<file path="src/rtl/tx_frame_arbiter.sv">
// -----------------------------------------------------------------------------
// tx_frame_arbiter
//
// Frame-level arbiter that shares the single AXI-Stream TX path to the PHY-side
// axis_gmii_tx between two sources:
//   - CS: cross-layer-switch audio traffic (strict priority, low latency)
//   - PS: processing-system traffic, re-framed from GMII
// A PS wait counter overrides CS priority once PS has been held off for
// PS_MAX_WAIT cycles, so CS audio bursts cannot starve PS forever. A grant is
// only released after the granted source's tlast handshake, so frames are never
// interleaved.
//
// Ports:
//   clk, reset_n              TX clock, synchronous active-low reset
//   cs_enable                 CS may be granted (looked at only in IDLE)
//   s_cs_axis_*               CS source stream (tdata/tvalid/tready/tlast/tuser)
//   s_ps_axis_*               PS source stream (tdata/tvalid/tready/tlast/tuser)
//   m_axis_*                  merged stream towards axis_gmii_tx
//   grant_cs, grant_ps, busy  current grant status
//   cs_frame_count            completed CS frames (wrapping)
//   ps_frame_count            completed PS frames (wrapping)
//   ps_starve_count           PS grants issued by the starvation override (wrapping)
// -----------------------------------------------------------------------------
module tx_frame_arbiter #(
    parameter int DATA_WIDTH     = 8,
    parameter int PS_MAX_WAIT    = 1024,
    parameter int WAIT_CNT_WIDTH = 11,
    parameter int CNT_WIDTH      = 16
) (
    input  logic                  clk,
    input  logic                  reset_n,
    input  logic                  cs_enable,

    input  logic [DATA_WIDTH-1:0] s_cs_axis_tdata,
    input  logic                  s_cs_axis_tvalid,
    output logic                  s_cs_axis_tready,
    input  logic                  s_cs_axis_tlast,
    input  logic                  s_cs_axis_tuser,

    input  logic [DATA_WIDTH-1:0] s_ps_axis_tdata,
    input  logic                  s_ps_axis_tvalid,
    output logic                  s_ps_axis_tready,
    input  logic                  s_ps_axis_tlast,
    input  logic                  s_ps_axis_tuser,

    output logic [DATA_WIDTH-1:0] m_axis_tdata,
    output logic                  m_axis_tvalid,
    input  logic                  m_axis_tready,
    output logic                  m_axis_tlast,
    output logic                  m_axis_tuser,

    output logic                  grant_cs,
    output logic                  grant_ps,
    output logic                  busy,
    output logic [CNT_WIDTH-1:0]  cs_frame_count,
    output logic [CNT_WIDTH-1:0]  ps_frame_count,
    output logic [CNT_WIDTH-1:0]  ps_starve_count
);

    typedef enum logic [1:0] {
        IDLE     = 2'd0,
        GRANT_CS = 2'd1,
        GRANT_PS = 2'd2
    } state_t;

    localparam logic [WAIT_CNT_WIDTH-1:0] WAIT_MAX = WAIT_CNT_WIDTH'(PS_MAX_WAIT);

    state_t                    state;
    state_t                    state_next;
    logic [WAIT_CNT_WIDTH-1:0] wait_cnt;
    logic [WAIT_CNT_WIDTH-1:0] wait_cnt_next;
    logic                      starve_grant;
    logic                      cs_done;
    logic                      ps_done;

    // Next-state decision and zero-latency datapath mux
    always_comb begin
        state_next       = state;
        starve_grant     = 1'b0;
        cs_done          = 1'b0;
        ps_done          = 1'b0;
        m_axis_tdata     = '0;
        m_axis_tvalid    = 1'b0;
        m_axis_tlast     = 1'b0;
        m_axis_tuser     = 1'b0;
        s_cs_axis_tready = 1'b0;
        s_ps_axis_tready = 1'b0;
        grant_cs         = 1'b0;
        grant_ps         = 1'b0;

        case (state)
            IDLE: begin
                // Starvation override beats CS priority; otherwise CS first.
                if (s_ps_axis_tvalid && (wait_cnt >= WAIT_MAX)) begin
                    state_next   = GRANT_PS;
                    starve_grant = 1'b1;
                end else if (s_cs_axis_tvalid && cs_enable) begin
                    state_next = GRANT_CS;
                end else if (s_ps_axis_tvalid) begin
                    state_next = GRANT_PS;
                end
            end
            GRANT_CS: begin
                grant_cs         = 1'b1;
                m_axis_tdata     = s_cs_axis_tdata;
                m_axis_tvalid    = s_cs_axis_tvalid;
                m_axis_tlast     = s_cs_axis_tlast;
                m_axis_tuser     = s_cs_axis_tuser;
                s_cs_axis_tready = m_axis_tready;
                if (s_cs_axis_tvalid && m_axis_tready && s_cs_axis_tlast) begin
                    state_next = IDLE;
                    cs_done    = 1'b1;
                end
            end
            GRANT_PS: begin
                grant_ps         = 1'b1;
                m_axis_tdata     = s_ps_axis_tdata;
                m_axis_tvalid    = s_ps_axis_tvalid;
                m_axis_tlast     = s_ps_axis_tlast;
                m_axis_tuser     = s_ps_axis_tuser;
                s_ps_axis_tready = m_axis_tready;
                if (s_ps_axis_tvalid && m_axis_tready && s_ps_axis_tlast) begin
                    state_next = IDLE;
                    ps_done    = 1'b1;
                end
            end
            default: begin
                state_next = IDLE;
            end
        endcase

        busy = grant_cs | grant_ps;
    end

    // PS wait counter: counts held-off PS cycles, cleared when PS goes quiet
    // or is granted, saturating at the override threshold.
    always_comb begin
        wait_cnt_next = wait_cnt;
        if (!s_ps_axis_tvalid) begin
            wait_cnt_next = '0;
        end else if ((state == IDLE) && (state_next == GRANT_PS)) begin
            wait_cnt_next = '0;
        end else if ((state != GRANT_PS) && (wait_cnt < WAIT_MAX)) begin
            wait_cnt_next = wait_cnt + WAIT_CNT_WIDTH'(1);
        end
    end

    // State, wait counter and frame statistics registers
    always_ff @(posedge clk) begin
        if (!reset_n) begin
            state           <= IDLE;
            wait_cnt        <= '0;
            cs_frame_count  <= '0;
            ps_frame_count  <= '0;
            ps_starve_count <= '0;
        end else begin
            state    <= state_next;
            wait_cnt <= wait_cnt_next;
            if (cs_done) begin
                cs_frame_count <= cs_frame_count + CNT_WIDTH'(1);
            end
            if (ps_done) begin
                ps_frame_count <= ps_frame_count + CNT_WIDTH'(1);
            end
            if (starve_grant) begin
                ps_starve_count <= ps_starve_count + CNT_WIDTH'(1);
            end
        end
    end

endmodule

</file>
<file path="config.mk">
export PLATFORM = sky130hd
export DESIGN_NAME = tx_frame_arbiter
export DESIGN_NICKNAME = d
export VERILOG_FILES = /design/src/rtl/tx_frame_arbiter.sv
export SDC_FILE = /design/constraint.sdc
export NUM_CORES = 1
export LEC_CHECK = 0
export BUFFER_PORTS_ARGS = -buffer_cell sky130_fd_sc_hd__buf_2
export CAP_MARGIN = 20
export CORE_ASPECT_RATIO = 1.1
export CORE_MARGIN = 2
export CORE_UTILIZATION = 46
export DETAILED_ROUTE_END_ITERATION = 8
export GPL_TIMING_DRIVEN = 0
export PLACE_DENSITY = 0.77
export REMOVE_ABC_BUFFERS = 1
export SLEW_MARGIN = 10
export SYNTH_ARGS = -nofsm -noshare
export SYNTH_HDL_FRONTEND = slang
export SYNTH_SLANG_ARGS = --single-unit
</file>
<file path="constraint.sdc">
create_clock -name clk -period 2 [get_ports clk]
set_input_delay 0.2 -clock clk [delete_from_list [all_inputs] [get_ports clk]]
set_output_delay 0.2 -clock clk [all_outputs]
set_load 0.02 [all_outputs]
</file>
Yosys cells after proc, flatten, opt, wreduce, memory -nomap -nowiden --
Cells that the tools add are included.
Cells by class: equal/unequal tests 4, bitwise operators 3, $lt $le $gt $ge 2, mux-type cells 20, reduce and logical (&&, ||, !) cells 10, $add $sub $neg 4
Operators by type and width (count):
- adder 16 x 1 -> 16 bit (second input constant) | 3
- one-hot mux 8 bit (2 select lines) | 1
- adder 11 x 1 -> 11 bit (second input constant) | 1
- greater-or-equal comparator 11 bit (second input constant) | 1
- less-than comparator 11 bit (second input constant) | 1
- two-way mux 1 bit | 10
- two-way mux 2 bit | 5
- logical AND 1 bit | 8
- one-hot mux 1 bit (2 select lines) | 3
- one-hot mux 2 bit (3 select lines) | 1
- == test 2 bit (second input constant) | 2
- OR reduction 3 bit | 1
- == test 2 x 1 -> 1 bit (second input constant) | 1
- zero test 2 bit | 1
- != test 2 bit (second input constant) | 1
- inverter 1 bit | 2
- OR 1 bit | 1
Storage, ports and cells: word-level logic and storage cells 48, register bits 61, output and inout port bits 64

Logic depth before layout (Yosys ltp) --
depth in word-level cells 7, depth in mapped cells 8

Worst setup path after synthesis --
OpenSTA, ideal clock, no wires.
path kind reg2reg, from reg state[0], to reg wait_cnt[0], buffers on the path 2, setup time 117 ps, setup slack -124 ps, period minus slack after synthesis 2124 ps, stages on the path, launching flop included 9, required time 1883 ps, arrival 2007 ps, cell sequence dfxtp_1 > inv_1 > ha_1 > clkbuf_1 > and2_1 > a32o_1 > o311ai_0 > buf_2 > nor2_1
On the way: longest elaborated chain between the ends 7
RTL lines:
- start, declared | RTL line 68 | state_t state;
- start signal, assigned | RTL line 157 | state <= state_next;
- two-way mux 2 bit | RTL line 99 | end else if (s_ps_axis_tvalid) begin
- two-way mux 2 bit | RTL line 97 | end else if (s_cs_axis_tvalid && cs_enable) begin
- two-way mux 2 bit | RTL line 94 | if (s_ps_axis_tvalid && (wait_cnt >= WAIT_MAX)) begin
- one-hot mux 2 bit (3 select lines) | RTL line 91 | case (state)
- == test 2 bit | RTL line 141 | end else if ((state == IDLE) && (state_next == GRANT_PS)) begin
- logical AND 1 bit | RTL line 141
- OR reduction 3 bit (no line)
- end signal, assigned | RTL line 158 | wait_cnt <= wait_cnt_next;
- end, declared | RTL line 70 | logic [WAIT_CNT_WIDTH-1:0] wait_cnt;
Several ways; a longest one is shown, not always the timed one. A chain may end at the register's enable or synchronous reset.

Final worst setup path --
from reg ps_frame_count[0], to reg ps_frame_count[12]
On the way: longest elaborated chain between the ends 1
RTL lines:
- start, declared | RTL line 56 | output logic [CNT_WIDTH-1:0] ps_frame_count,
- start signal, assigned | RTL line 163 | ps_frame_count <= ps_frame_count + CNT_WIDTH'(1);
- adder 16 x 1 -> 16 bit | RTL line 163
No other way between the ends.

==> metrics <==
CTS sink count around 60; CTS tree done; grt peak-use layer met2; post-synthesis sequential element count 61; WL final slightly above 7000 um; remaining antenna violation count 0; Bufs and invs on worst path 0; Netlist Area Pre-Place 3020 sq um; Worst setup SP type register; Setup TNS 0 ns; Gate power share 0.116; worst skew pair latency 0.33 ns; Arrival @ worst endpoint between 2 and 2.5 ns; pwr/cell area approximately 660 nW/um^2; cell-internal power between 1.5 and 2 mW; met1 Use GR 0.236; # DRC 0; fin crit share 0.950; CTS Buffer Depth 2; Period minus WS final around 1.9 ns; Final Max Slew Viols 0; Post-Syn Instances approximately 360; met3 Use GR 0.0384; most frequent cell after synthesis dfxtp_1; nets 487; endpoints failing hold 0; DR pass1 iterations 4; Net Sw Frac 0.249; CTS root buffer clkbuf_8; unrepaired setup endpoints after global routing no; Vias/cell 5.46; Cell Rows 30; worst slew pin tran 0.771 ns; post-DP HPWL between 4000 and 5000 um; share of cells above drive strength 1 0.287; largest net degree at the start of global routing 47; crit-path leading delay family simple AND/OR/NAND/NOR gates; slowest stage delay, CP 0.51 ns; I/O pins 90; Final setup viols 0; PortBufs 89; clock-pin slew on the worst setup and hold paths 0.07 ns; Max Fclk approximately 0.53 GHz; grt total ovfl 0; multi-input logic area 1770 sq um; CP Data Required Time 2.26 ns; cts hold-fix bufs 0; CTS Buf Count 9; Slew headroom 0.485; vias in the first global route between 2,000 and 3,000; largest cells by area after synthesis dfxtp_1 40%, xnor2_1 5.8%, nor2_1 5.5%, xor2_1 4.9%, nand3_1 4.1%; die height 89.0 um; most common flop cell mapped by yosys dfxtp_1; cell breakdown of the critical path ha_1 -> and4_1 -> or4b_4 -> or3_1 -> a21oi_1; Antenna Cells 0; # fillers 542; Pleak 1.57 nW; Synth warnings 0; initial antenna violation count 0; first-pass GRT wire length 11,700 um; post-synth top area share 0.404; Initial Utilization 0.482; Routed WL per cell roughly 13 um; area leader, netlist dfxtp_1; syn_area_per_cell about 8.4 sq um; critical setup path kind register to register; max cap viols 0; status complete, no violations; Psw between 0.6 and 0.7 mW; placer congestion estimate ~0.77; crit-path max FO 6; GRT Total Usage 0.205; Fin Clk Skew between 0.008 and 0.009 ns; sequential cell area approximately 1200 sq um; M2 GR Usage 0.361; post-synthesis sequential area ratio 0.404; post-synth cell types 39; P&R area growth vs syn 26.7%; number of synthesized flops with an enable pin 0; sequential share of power 0.493; vias roughly 2,900; Final Power between 2 and 3 mW; DR iter-0 viols roughly 110; DIE AREA approximately 7200 sq um; CP endpoint kind register; VDD IR max between 0.3 and 0.4 mV; Hold Crit Class input port to register; Synth top cells by count 61 x dfxtp_1, 44 x nor2_1, 25 x nand3_1; Die X 81.3 um; slowest CP cell or4b_4; core area approximately 6300 sq um; FFs w/ async S/R, synth 0; Clk pwr share 0.391; H-tree depth 3; Final Hold Slack approximately 0.22 ns
cell families (layout without fill, tap and decap cells):
logic type | count (synthesis) | after routing | synth area share
muxes | 5 | 5 | 0.0166
DFF | 61 | 61 | 0.404
and+or+nand+nor | 173 | 173 | 0.307
AOI/OAI and AO/OA | 51 | 51 | 0.102
buffers and inverters | 23 | 122 | 0.0298
adders and majority gates | 8 | 8 | 0.0331
xor gates and xnor gates | 37 | 37 | 0.107
power groups by stage:
stage	sequential (mW)	clock [mW]	combinational, mW
after floorplan	1.26	0	0.166
after global placement	1.26	0	0.253
after detailed placement	1.26	0	0.263
after CTS	1.24	1.01	0.286
after global routing	1.24	1.05	0.320
final	1.24	0.983	0.291
worst reg2reg max path, delay by kind of cell, from the launching register on:
family          cells  cell delay, ns
simple gates        3            1.09
compound gates      1            0.15
flops               1            0.39
fa+ha+maj           1            0.20
sequential cells by signal, summed over array words and instances (netlist names):
name,flops
wait_cnt,11
ps_frame_count,16
cs_frame_count,16
state,2
ps_starve_count,16
cells in the final DEF (no fill, tap or decap), types with 2 or more instances in the layout:
cell and instances:
a21oi_1 20, a22o_1 2, a22oi_1 12, and2_1 2
and2_2 2, and3_1 5, and4_1 4, and4_2 2
buf_2 90, buf_4 9, clkbuf_1 2, clkbuf_8 12
dfxtp_1 57, dfxtp_2 3, ha_1 6, ha_4 2
inv_1 6, inv_2 2, mux2i_1 5, nand2_1 23
nand2b_1 5, nand3_1 25, nand4_1 14, nor2_1 44
nor2b_1 11, nor3_1 12, nor4_1 3, o21ai_0 12
o31ai_1 3, or3_1 10, or4_1 3, xnor2_1 20
xor2_1 17
layer usage:
layer | up-vias | part of all wire
li1 | 1458 | -
met1 | 1374 | 0.44
met2 | 91 | 0.50
met3 | 10 | 0.047
met4 | 0 | 0.015
met5 | - | 0
worst paths after layout:
path	startpoint	to	slack (ns)	cells after the start
max	ps_frame_count[0]	ps_frame_count[12]	0.1	5
min	reset_n	cs_frame_count[13]	0.22	3
max reg2reg	ps_frame_count[0]	ps_frame_count[12]	0.1	5
min reg2reg	cs_frame_count[15]	cs_frame_count[15]	0.47	2
timing repair:
action / 4_1_cts / 5_1_grt
resized for setup: 7 / 8
gates cloned: 0 / 0
setup endpoints to repair: 50 / 34
buffers inserted: 7 / 3
pin swaps: 2 / 1
area by class of cell:
cell class / instances / area share
clock buffers: 14 / 0.0451
clock inverters: 1 / 0.00131
inverters: 8 / 0.00784
multi-input cells: 274 / 0.463
flip-flops and latches: 61 / 0.321
well taps: 80 / 0.0261
repair buffers: 99 / 0.135
through the flow:
step	cells	util	worst slack [ns]	cell area, sq um
3_5_place_dp	512	0.561	-0.551	3520
2_1_floorplan	343	-	-0.730	2960
5_1_grt	537	0.611	0.00272	3830
4_1_cts	534	0.603	0.00590	3780
6_report	537	0.611	0.0996	3830
3_3_place_gp	512	0.560	-1.33	3510
No activity file was read; power rests on OpenSTA's default activity.
